File: config.mk
export PLATFORM = sky130hd
export DESIGN_NAME = prog_timer
export DESIGN_NICKNAME = d
export VERILOG_FILES = /design/src/rtl/prog_timer_pkg.sv /design/src/rtl/prog_timer_prescaler.sv /design/src/rtl/prog_timer.sv
export SDC_FILE = /design/constraint.sdc
export NUM_CORES = 1
export LEC_CHECK = 0
export ABC_AREA = 1
export BUFFER_PORTS_ARGS = -buffer_cell sky130_fd_sc_hd__buf_2
export CORE_MARGIN = 2
export CORE_UTILIZATION = 54
export CTS_CLUSTER_SIZE = 40
export DETAILED_ROUTE_END_ITERATION = 6
export GPL_TIMING_DRIVEN = 0
export PLACE_DENSITY = 0.74
export SLEW_MARGIN = 10
export SYNTH_ARGS = -nofsm -noshare
export SYNTH_HDL_FRONTEND = slang
export SYNTH_SLANG_ARGS = --single-unit
File: constraint.sdc
create_clock -name clk -period 1.65 [get_ports clk]
set_input_delay 0.0825 -clock clk [delete_from_list [all_inputs] [get_ports clk]]
set_output_delay 0.0825 -clock clk [all_outputs]
set_load 0.02 [all_outputs]
File: src/rtl/prog_timer_pkg.sv
// Shared state encoding and mode constants for the programmable timer.
package prog_timer_pkg;

    typedef enum logic {
        IDLE = 1'b0,
        RUN  = 1'b1
    } state_t;

    localparam logic MODE_ONESHOT  = 1'b0;
    localparam logic MODE_PERIODIC = 1'b1;

endpackage

File: src/rtl/prog_timer_prescaler.sv
// Prescale counter: emits a one-cycle tick every presc+1 clocks while run is high.
module prog_timer_prescaler #(
    parameter int PRESC_W = 4
) (
    input  logic               clk,
    input  logic               reset,
    input  logic               clear,
    input  logic               run,
    input  logic [PRESC_W-1:0] presc,
    output logic               tick
);

    logic [PRESC_W-1:0] cnt;

    assign tick = run && (cnt == presc);

    always_ff @(posedge clk) begin
        if (reset || clear) begin
            cnt <= '0;
        end else if (run) begin
            cnt <= tick ? '0 : cnt + PRESC_W'(1);
        end
    end

endmodule

File: src/rtl/prog_timer.sv
// Programmable one-shot / periodic timer with prescaler, done pulse and sticky irq.
//   state | meaning
//   IDLE  | stopped; count holds its last value
//   RUN   | counting prescaled ticks toward the latched final value
module prog_timer
    import prog_timer_pkg::*;
#(
    parameter int WIDTH   = 8,
    parameter int PRESC_W = 4
) (
    input  logic               clk,
    input  logic               reset,
    input  logic               start,
    input  logic               stop,
    input  logic               mode,
    input  logic [WIDTH-1:0]   final_value,
    input  logic [PRESC_W-1:0] prescale,
    input  logic               irq_clr,
    output logic [WIDTH-1:0]   count,
    output logic               busy,
    output logic               done,
    output logic               irq
);

    state_t             state;
    logic               mode_q;
    logic [WIDTH-1:0]   final_q;
    logic [PRESC_W-1:0] presc_q;
    logic               tick;
    logic               presc_clear;
    logic               running;

    // Any start or stop restarts the prescale phase from zero.
    assign presc_clear = start | stop;
    assign running     = (state == RUN);
    assign busy        = running;

    prog_timer_prescaler #(
        .PRESC_W (PRESC_W)
    ) u_prescaler (
        .clk   (clk),
        .reset (reset),
        .clear (presc_clear),
        .run   (running),
        .presc (presc_q),
        .tick  (tick)
    );

    always_ff @(posedge clk) begin
        if (reset) begin
            state   <= IDLE;
            count   <= '0;
            mode_q  <= MODE_ONESHOT;
            final_q <= '0;
            presc_q <= '0;
            done    <= 1'b0;
            irq     <= 1'b0;
        end else begin
            done <= 1'b0;
            if (irq_clr) begin
                irq <= 1'b0;
            end
            if (stop) begin
                state <= IDLE;
            end else if (start) begin
                mode_q  <= mode;
                final_q <= final_value;
                presc_q <= prescale;
                count   <= '0;
                state   <= RUN;
            end else if (running && tick) begin
                if (count == final_q) begin
                    // Later assignment wins over a coincident irq_clr.
                    done <= 1'b1;
                    irq  <= 1'b1;
                    if (mode_q == MODE_PERIODIC) begin
                        count <= '0;
                    end else begin
                        state <= IDLE;
                    end
                end else begin
                    count <= count + WIDTH'(1);
                end
            end
        end
    end

endmodule

==> run_summary.xml, run 1 <==
<?xml version="1.0" encoding="UTF-8"?>
<metrics>
  <group name="run_status">
    <metric name="outcome" unit="">complete, no violations</metric>
  </group>
  <group name="floorplanning">
    <metric name="die-area" unit="um2">3186</metric>
    <metric name="die_x" unit="um">56.45</metric>
    <metric name="initial_core_utilization" unit="%">55.29</metric>
    <metric name="placement_rows" unit="">19</metric>
    <metric name="die-height" unit="um">56.45</metric>
    <metric name="top_level_ports" unit="">29</metric>
    <metric name="placeableCoreArea" unit="um2">2686</metric>
  </group>
  <group name="cts">
    <metric name="numClockSinks" unit="">28</metric>
    <metric name="cts_inserted_buffers" unit="">3</metric>
    <metric name="clkLatencyLatePin" unit="ps">320</metric>
    <metric name="clock_tree.htree_level_count" unit="">1</metric>
    <metric name="post-cts-setup-buffers" unit="">0</metric>
    <metric name="clk_pin_slew_worst_paths" unit="ps">150</metric>
    <metric name="clock-root-buffer" unit="">clkbuf_4</metric>
    <metric name="tritoncts" unit="">yes</metric>
    <metric name="clock_tree.buffer_depth" unit="">2</metric>
  </group>
  <group name="drt">
    <metric name="routed_wire_length" unit="mm">3.097</metric>
    <metric name="drt-met1-wl" unit="mm">1.490</metric>
    <metric name="met2_wirelength" unit="mm">1.457</metric>
    <metric name="length_of_the_first_detailed_routing_pass_in_iterations" unit="">4</metric>
    <metric name="detail_route.iter0.violations" unit="">48</metric>
    <metric name="routed_wire_length_per_instance" unit="um">10.79</metric>
    <metric name="highest-signal-layer" unit="">met4</metric>
    <metric name="remaining_drc_errors" unit="">0</metric>
    <metric name="met3RoutedLength" unit="um">103</metric>
    <metric name="route.antenna.remaining_nets" unit="">0</metric>
    <metric name="vias" unit="">1381</metric>
    <metric name="routed_via_density" unit="">4.812</metric>
  </group>
  <group name="timing">
    <metric name="setup_viol" unit="">0</metric>
    <metric name="post-route-min-period" unit="ps">1456</metric>
    <metric name="report.final.slew_viol_count" unit="">0</metric>
    <metric name="finalHoldViolations" unit="">0</metric>
    <metric name="slew_at_the_pin_closest_to_its_max_slew_limit" unit="ps">376.2</metric>
    <metric name="min_period_over_period" unit="%">88.27</metric>
    <metric name="max_freq" unit="MHz">686.6</metric>
    <metric name="worst_hold_slack" unit="ps">24.89</metric>
    <metric name="fin_worst_skew" unit="ps">1.645</metric>
    <metric name="rsz0062_at_grt" unit="">no</metric>
    <metric name="finalSetupTns" unit="ps">0</metric>
    <metric name="slew_headroom" unit="%">74.92</metric>
  </group>
  <group name="hold_path">
    <metric name="holdCritPathClass" unit="">primary input to flip-flop</metric>
    <metric name="min_from" unit="">prescale[3]</metric>
  </group>
  <group name="setup_path">
    <metric name="cp_data_arrival_time" unit="ps">1720</metric>
    <metric name="setup.worst_path.end_class" unit="">flip-flop</metric>
    <metric name="worst-endpoint-required" unit="ps">1910</metric>
    <metric name="path_max_fanout" unit="">8</metric>
    <metric name="crit_start" unit="">count[2]</metric>
    <metric name="critical_path.reg2reg.startpoint" unit="">count[2]</metric>
    <metric name="setup.worst_path.start_class" unit="">flip-flop</metric>
    <metric name="timing.setup.critical_path_class" unit="">flip-flop to flip-flop</metric>
  </group>
  <group name="yosys">
    <metric name="synth-main-ff-cell" unit="">dfxtp_1</metric>
    <metric name="netlist_instances" unit="">219</metric>
    <metric name="synth.ff_latch_count" unit="">28</metric>
    <metric name="syn_avg_cell_area" unit="um2">6.782</metric>
    <metric name="yosys.cell_types.count" unit="">24</metric>
    <metric name="yosysWarnings" unit="">0</metric>
    <metric name="synthArstFlopShare" unit="%">0</metric>
    <metric name="synth.yosys.seq_area_share" unit="%">37.74</metric>
    <metric name="number_of_synthesized_flops_with_an_enable_pin" unit="">0</metric>
    <metric name="synthesis.nets" unit="">239</metric>
    <metric name="synthesis.area" unit="um2">1485</metric>
  </group>
  <group name="final_layout">
    <metric name="layout-drive-gt1-share" unit="%">19.92</metric>
    <metric name="final_common_cell" unit="">nand2_1</metric>
    <metric name="area_growth" unit="%">18.70</metric>
    <metric name="layout.cells.most_common_list" unit="">66 x nand2_1, 29 x buf_2, 27 x inv_1, 27 x nor2_1, 26 x dfxtp_1</metric>
    <metric name="final_layout_net_count" unit="">277</metric>
    <metric name="insertedDiodeCount" unit="">0</metric>
    <metric name="fillerInstances" unit="">256</metric>
  </group>
  <group name="grt">
    <metric name="grt_pass1_wl" unit="mm">5.340</metric>
    <metric name="grt_pass1_vias" unit="">1222</metric>
    <metric name="global_route.usage.total" unit="%">21.13</metric>
    <metric name="grt_overflow" unit="">0</metric>
    <metric name="largest_net_degree_at_the_start_of_global_routing" unit="">16</metric>
    <metric name="antenna_found_initial" unit="">0</metric>
  </group>
  <group name="run">
    <metric name="drv_cap" unit="">0</metric>
  </group>
  <group name="placement">
    <metric name="gp_routability_congestion" unit="">0.8054</metric>
    <metric name="port-buffer-count" unit="">26</metric>
    <metric name="hpwlAfterDp" unit="mm">2.286</metric>
  </group>
  <group name="power">
    <metric name="static_leak" unit="nW">0.8651</metric>
    <metric name="worst_ir_drop_vdd" unit="uV">581.4</metric>
    <metric name="power_per_cell_area" unit="nW/um2">723.3</metric>
  </group>
</metrics>
-- state kept, by name (all words and copies together), names as in the netlist --
signal / cells
busy: 1
count: 8
done: 1
final_q: 8
irq: 1
mode_q: 1
presc_q: 4
u_prescaler.cnt: 4
-- timing repair --
item | in CTS | in global routing
endpoints found under the setup margin | 0 | 1
hold endpoints to repair | 13 | 0
hold buffers | 7 | 0
resized for setup | 0 | 2
-- stage by stage --
stage / area, um2 / cells / util (%) / power, mW / worst slack, ps
finish: 1763 / 287 / 65.63 / 1.275 / 193.6
global route: 1763 / 287 / 65.63 / 1.338 / 10.78
detailed placement: 1654 / 276 / 61.57 / 0.9386 / 218.2
global placement: 1654 / 276 / 61.57 / 0.9357 / 218.6
floorplan: 1485 / 219 / - / 0.8814 / 198.9
CTS: 1760 / 287 / 65.53 / 1.285 / 159.6
-- worst max-delay path, cell delays in order (launching register included) --
cell	delay, ps
dfxtp_1	480
xnor2_1	150
nand2_1	80
nor2_2	160
nand3_2	120
nand3_2	180
nand2_1	80
a21oi_1	150
-- area by class of cell --
cell class                      count  area (um2)  share of cell area (%)
Inverter                           30       112.6                   6.388
Buffer                              6       37.54                   2.129
Multi-Input combinational cell    155       774.5                   43.93
Sequential cell                    28       563.0                   31.94
Clock buffer                        4       36.28                   2.058
Timing Repair Buffer               33       200.2                   11.36
Tap cell                           31       38.79                   2.200
-- layer usage --
| layer | track usage, % | vias to the layer above |
|---|---|---|
| li1 | - | 746 |
| met1 | 28.90 | 606 |
| met2 | 33.55 | 25 |
| met3 | 2.304 | 4 |
| met4 | 9.184 | 0 |
| met5 | 0 | - |
-- worst paths after layout --
check / end / slack, ps / cells after the start
max: count[0] / 190 / 7
min: presc_q[3] / 20 / 3
max reg2reg: count[0] / 190 / 7
min reg2reg: final_q[5] / 480 / 2
-- synth_stat cells, types with 2 or more instances --
master,instances,share of area [%]
nand2_1,66,17
dfxtp_1,28,38
nor2_1,27,6.8
o21ai_0,14,4.7
nand2_4,2,1.5
inv_2,3,0.76
xnor2_1,4,2.4
nor2_2,4,1.7
buf_2,3,1.0
ha_1,2,1.7
inv_1,27,6.8
xor2_1,7,4.1
nand3_1,4,1.3
a21oi_1,16,5.4
nand3_2,3,2.0
-- cells by family (layout without fill, tap and decap cells) --
family / count (synthesis) / in the layout / share of synthesized area (%)
buffers and inverters: 36 / 73 / 10.11
AOI/OAI and AO/OA: 33 / 33 / 11.71
DFF: 28 / 28 / 37.74
and+or+nand+nor: 109 / 109 / 32.27
adders and majority gates: 2 / 2 / 1.685
xor gates and xnor gates: 11 / 11 / 6.487
-- report_power, final --
group | switching (mW) | total, mW | internal (mW)
Combinational | 0.132 | 0.217 | 0.0856
Sequential | 0.0172 | 0.721 | 0.704
Clock | 0.202 | 0.337 | 0.135
(Power assumes the default switching activity.)
==> run 2, diff against run 1 <==
- CORE_ASPECT_RATIO: unset -> 0.9
- HOLD_SLACK_MARGIN: unset -> 0.12
- SKIP_LAST_GASP: unset -> 1
==> run_summary.xml, run 2 (synthesized netlist as in run 1, its figures left out) <==
<?xml version="1.0" encoding="UTF-8"?>
<metrics>
  <group name="run_status">
    <metric name="outcome" unit="">complete, no violations</metric>
  </group>
  <group name="drt">
    <metric name="remaining_drc_errors" unit="">0</metric>
    <metric name="routed_wire_length" unit="mm">3.330</metric>
    <metric name="route.antenna.remaining_nets" unit="">0</metric>
    <metric name="routed_via_density" unit="">4.888</metric>
    <metric name="length_of_the_first_detailed_routing_pass_in_iterations" unit="">4</metric>
    <metric name="detail_route.iter0.violations" unit="">40</metric>
    <metric name="vias" unit="">1442</metric>
    <metric name="routed_wire_length_per_instance" unit="um">11.29</metric>
  </group>
  <group name="grt">
    <metric name="grt_pass1_wl" unit="mm">5.513</metric>
    <metric name="grt_pass1_vias" unit="">1305</metric>
    <metric name="largest_net_degree_at_the_start_of_global_routing" unit="">16</metric>
    <metric name="global_route.usage.total" unit="%">23.31</metric>
    <metric name="antenna_found_initial" unit="">0</metric>
    <metric name="grt_overflow" unit="">0</metric>
  </group>
  <group name="setup_path">
    <metric name="setup.worst_path.end_class" unit="">flip-flop</metric>
    <metric name="worstPathCellList" unit="">nand2_1 &gt; nand2_1 &gt; nand2_1 &gt; nor2_2 &gt; nand3_2 &gt; nand3_2 &gt; nand2_1 &gt; a21oi_1</metric>
    <metric name="path_max_fanout" unit="">8</metric>
    <metric name="timing.setup.critical_path_class" unit="">flip-flop to flip-flop</metric>
    <metric name="r2r_end" unit="">count[4]</metric>
    <metric name="crit_top_cell" unit="">nand2_1</metric>
    <metric name="worst-endpoint-required" unit="ps">1920</metric>
    <metric name="crit_start" unit="">count[4]</metric>
    <metric name="cp_data_arrival_time" unit="ps">1740</metric>
    <metric name="worst_path_max_delay_cell" unit="">dfxtp_1</metric>
    <metric name="r2r_setup_slack" unit="ps">180</metric>
    <metric name="worst-path-buf-inv" unit="">0</metric>
    <metric name="worst_path_max_stage_delay" unit="ps">500</metric>
    <metric name="reg2regPathDepth" unit="">8</metric>
    <metric name="cp_top_family" unit="">simple AND/OR/NAND/NOR gates</metric>
    <metric name="setup.worst_path.start_class" unit="">flip-flop</metric>
    <metric name="critical_path.reg2reg.startpoint" unit="">count[4]</metric>
  </group>
  <group name="cts">
    <metric name="clock-root-buffer" unit="">clkbuf_4</metric>
    <metric name="tritoncts" unit="">yes</metric>
    <metric name="numClockSinks" unit="">28</metric>
    <metric name="clkLatencyLatePin" unit="ps">340</metric>
    <metric name="clock_tree.htree_level_count" unit="">1</metric>
    <metric name="clock_tree.buffer_depth" unit="">2</metric>
    <metric name="post-cts-setup-buffers" unit="">0</metric>
    <metric name="clk_pin_slew_worst_paths" unit="ps">140</metric>
    <metric name="cts_inserted_buffers" unit="">3</metric>
  </group>
  <group name="timing">
    <metric name="slew_headroom" unit="%">72.42</metric>
    <metric name="fin_worst_skew" unit="ps">7.488</metric>
    <metric name="slew_at_the_pin_closest_to_its_max_slew_limit" unit="ps">413.7</metric>
    <metric name="finalSetupTns" unit="ps">0</metric>
    <metric name="rsz0062_at_grt" unit="">no</metric>
    <metric name="finalHoldViolations" unit="">0</metric>
    <metric name="setup_viol" unit="">0</metric>
    <metric name="max_freq" unit="MHz">679.3</metric>
    <metric name="post_route_worst_setup_slack" unit="ps">177.9</metric>
    <metric name="report.final.slew_viol_count" unit="">0</metric>
    <metric name="min_period_over_period" unit="%">89.22</metric>
    <metric name="post-route-min-period" unit="ps">1472</metric>
  </group>
  <group name="final_layout">
    <metric name="layout-drive-gt1-share" unit="%">18.87</metric>
    <metric name="insertedDiodeCount" unit="">0</metric>
    <metric name="area_growth" unit="%">24.60</metric>
    <metric name="final_layout_net_count" unit="">286</metric>
    <metric name="final_common_cell" unit="">nand2_1</metric>
    <metric name="multi_input_comb_area" unit="um2">774.5</metric>
    <metric name="largestRegisters" unit="">count (8), final_q (8)</metric>
    <metric name="fillerInstances" unit="">244</metric>
    <metric name="layout.area.seq" unit="um2">561.8</metric>
    <metric name="layout.cells.most_common_list" unit="">66 x nand2_1, 29 x buf_2, 27 x inv_1, 27 x nor2_1, 27 x dfxtp_1</metric>
  </group>
  <group name="floorplanning">
    <metric name="placement_rows" unit="">18</metric>
    <metric name="top_level_ports" unit="">29</metric>
    <metric name="die_x" unit="um">59.28</metric>
    <metric name="initial_core_utilization" unit="%">55.42</metric>
    <metric name="die-height" unit="um">53.75</metric>
    <metric name="placeableCoreArea" unit="um2">2680</metric>
    <metric name="die-area" unit="um2">3186</metric>
  </group>
  <group name="power">
    <metric name="power_per_cell_area" unit="nW/um2">699.3</metric>
    <metric name="static_leak" unit="nW">0.9024</metric>
    <metric name="worst_ir_drop_vdd" unit="uV">481.1</metric>
  </group>
  <group name="placement">
    <metric name="place_ws" unit="ps">180.9</metric>
    <metric name="hpwlAfterDp" unit="mm">2.290</metric>
    <metric name="port-buffer-count" unit="">26</metric>
    <metric name="gp_routability_congestion" unit="">0.8164</metric>
  </group>
  <group name="hold_path">
    <metric name="holdCritPathClass" unit="">primary input to flip-flop</metric>
    <metric name="min_from" unit="">start</metric>
    <metric name="holdPathEnd" unit="">busy</metric>
    <metric name="hold_depth" unit="">3</metric>
  </group>
  <group name="run">
    <metric name="drv_cap" unit="">0</metric>
  </group>
</metrics>
[run 2: cell types whose count changed in the layout (fill, tap and decap cells not counted), sizes merged]
| cell | previous run | this run |
|---|---|---|
| dlygate4sd3 | 7 | 16 |
[run 2: metrics by stage]
stage                     power, mW  cells  util, %  area (um2)  hold slack [ps]
final                         1.294    295    69.05        1851            130.3
after global routing          1.369    295    69.05        1851            124.7
after CTS                     1.309    295    69.00        1849            120.0
after detailed placement     0.9393    275    61.67        1653            304.0
after global placement       0.9368    275    61.67        1653            282.6
after floorplan              0.8814    219        -        1485            193.5
[run 2: worst register-to-register path, delay by kind of cell (launching register included)]
kind | cells | cell delay (ps)
compound gates | 1 | 160
flops | 1 | 500
simple gates | 7 | 750
[run 2: layout make-up]
cell class / instances / share of cell area [%]
Multi-Input combinational cell: 155 / 41.85
Tap cell: 30 / 2.028
Timing Repair Buffer: 42 / 15.69
Clock buffer: 4 / 1.961
Inverter: 30 / 6.085
Sequential cell: 28 / 30.36
Buffer: 6 / 2.028
[run 2: how the worst max path moves through the flow]
stage,to,cells after the start
after CTS,count[4],8
after global placement,busy,9
after floorplan,count[6],8
final,count[4],8
after global routing,count[2],7
after detailed placement,busy,9
[run 2: repair_timing]
| item | 4_1_cts | 5_1_grt |
|---|---|---|
| setup endpoints to repair | 0 | 2 |
| hold endpoints to repair | 23 | 0 |
| gates resized for setup | 0 | 1 |
| hold buffers | 16 | 0 |
[run 2: power by group]
group          switching [mW]  leakage [nW]  internal [mW]
logic                   0.137         0.652         0.0996
clock network           0.203        0.0210          0.136
registers              0.0162         0.229          0.703
[run 2: per-layer routing]
layer | track usage (%) | up-vias | wire [um] | share of wire (%)
li1 | - | 763 | - | -
met1 | 28.38 | 652 | 1585 | 48
met2 | 40.66 | 22 | 1596 | 48
met3 | 5.769 | 5 | 108 | 3.2
met4 | 6.818 | 0 | 39 | 1.2
met5 | 0 | - | 0 | 0
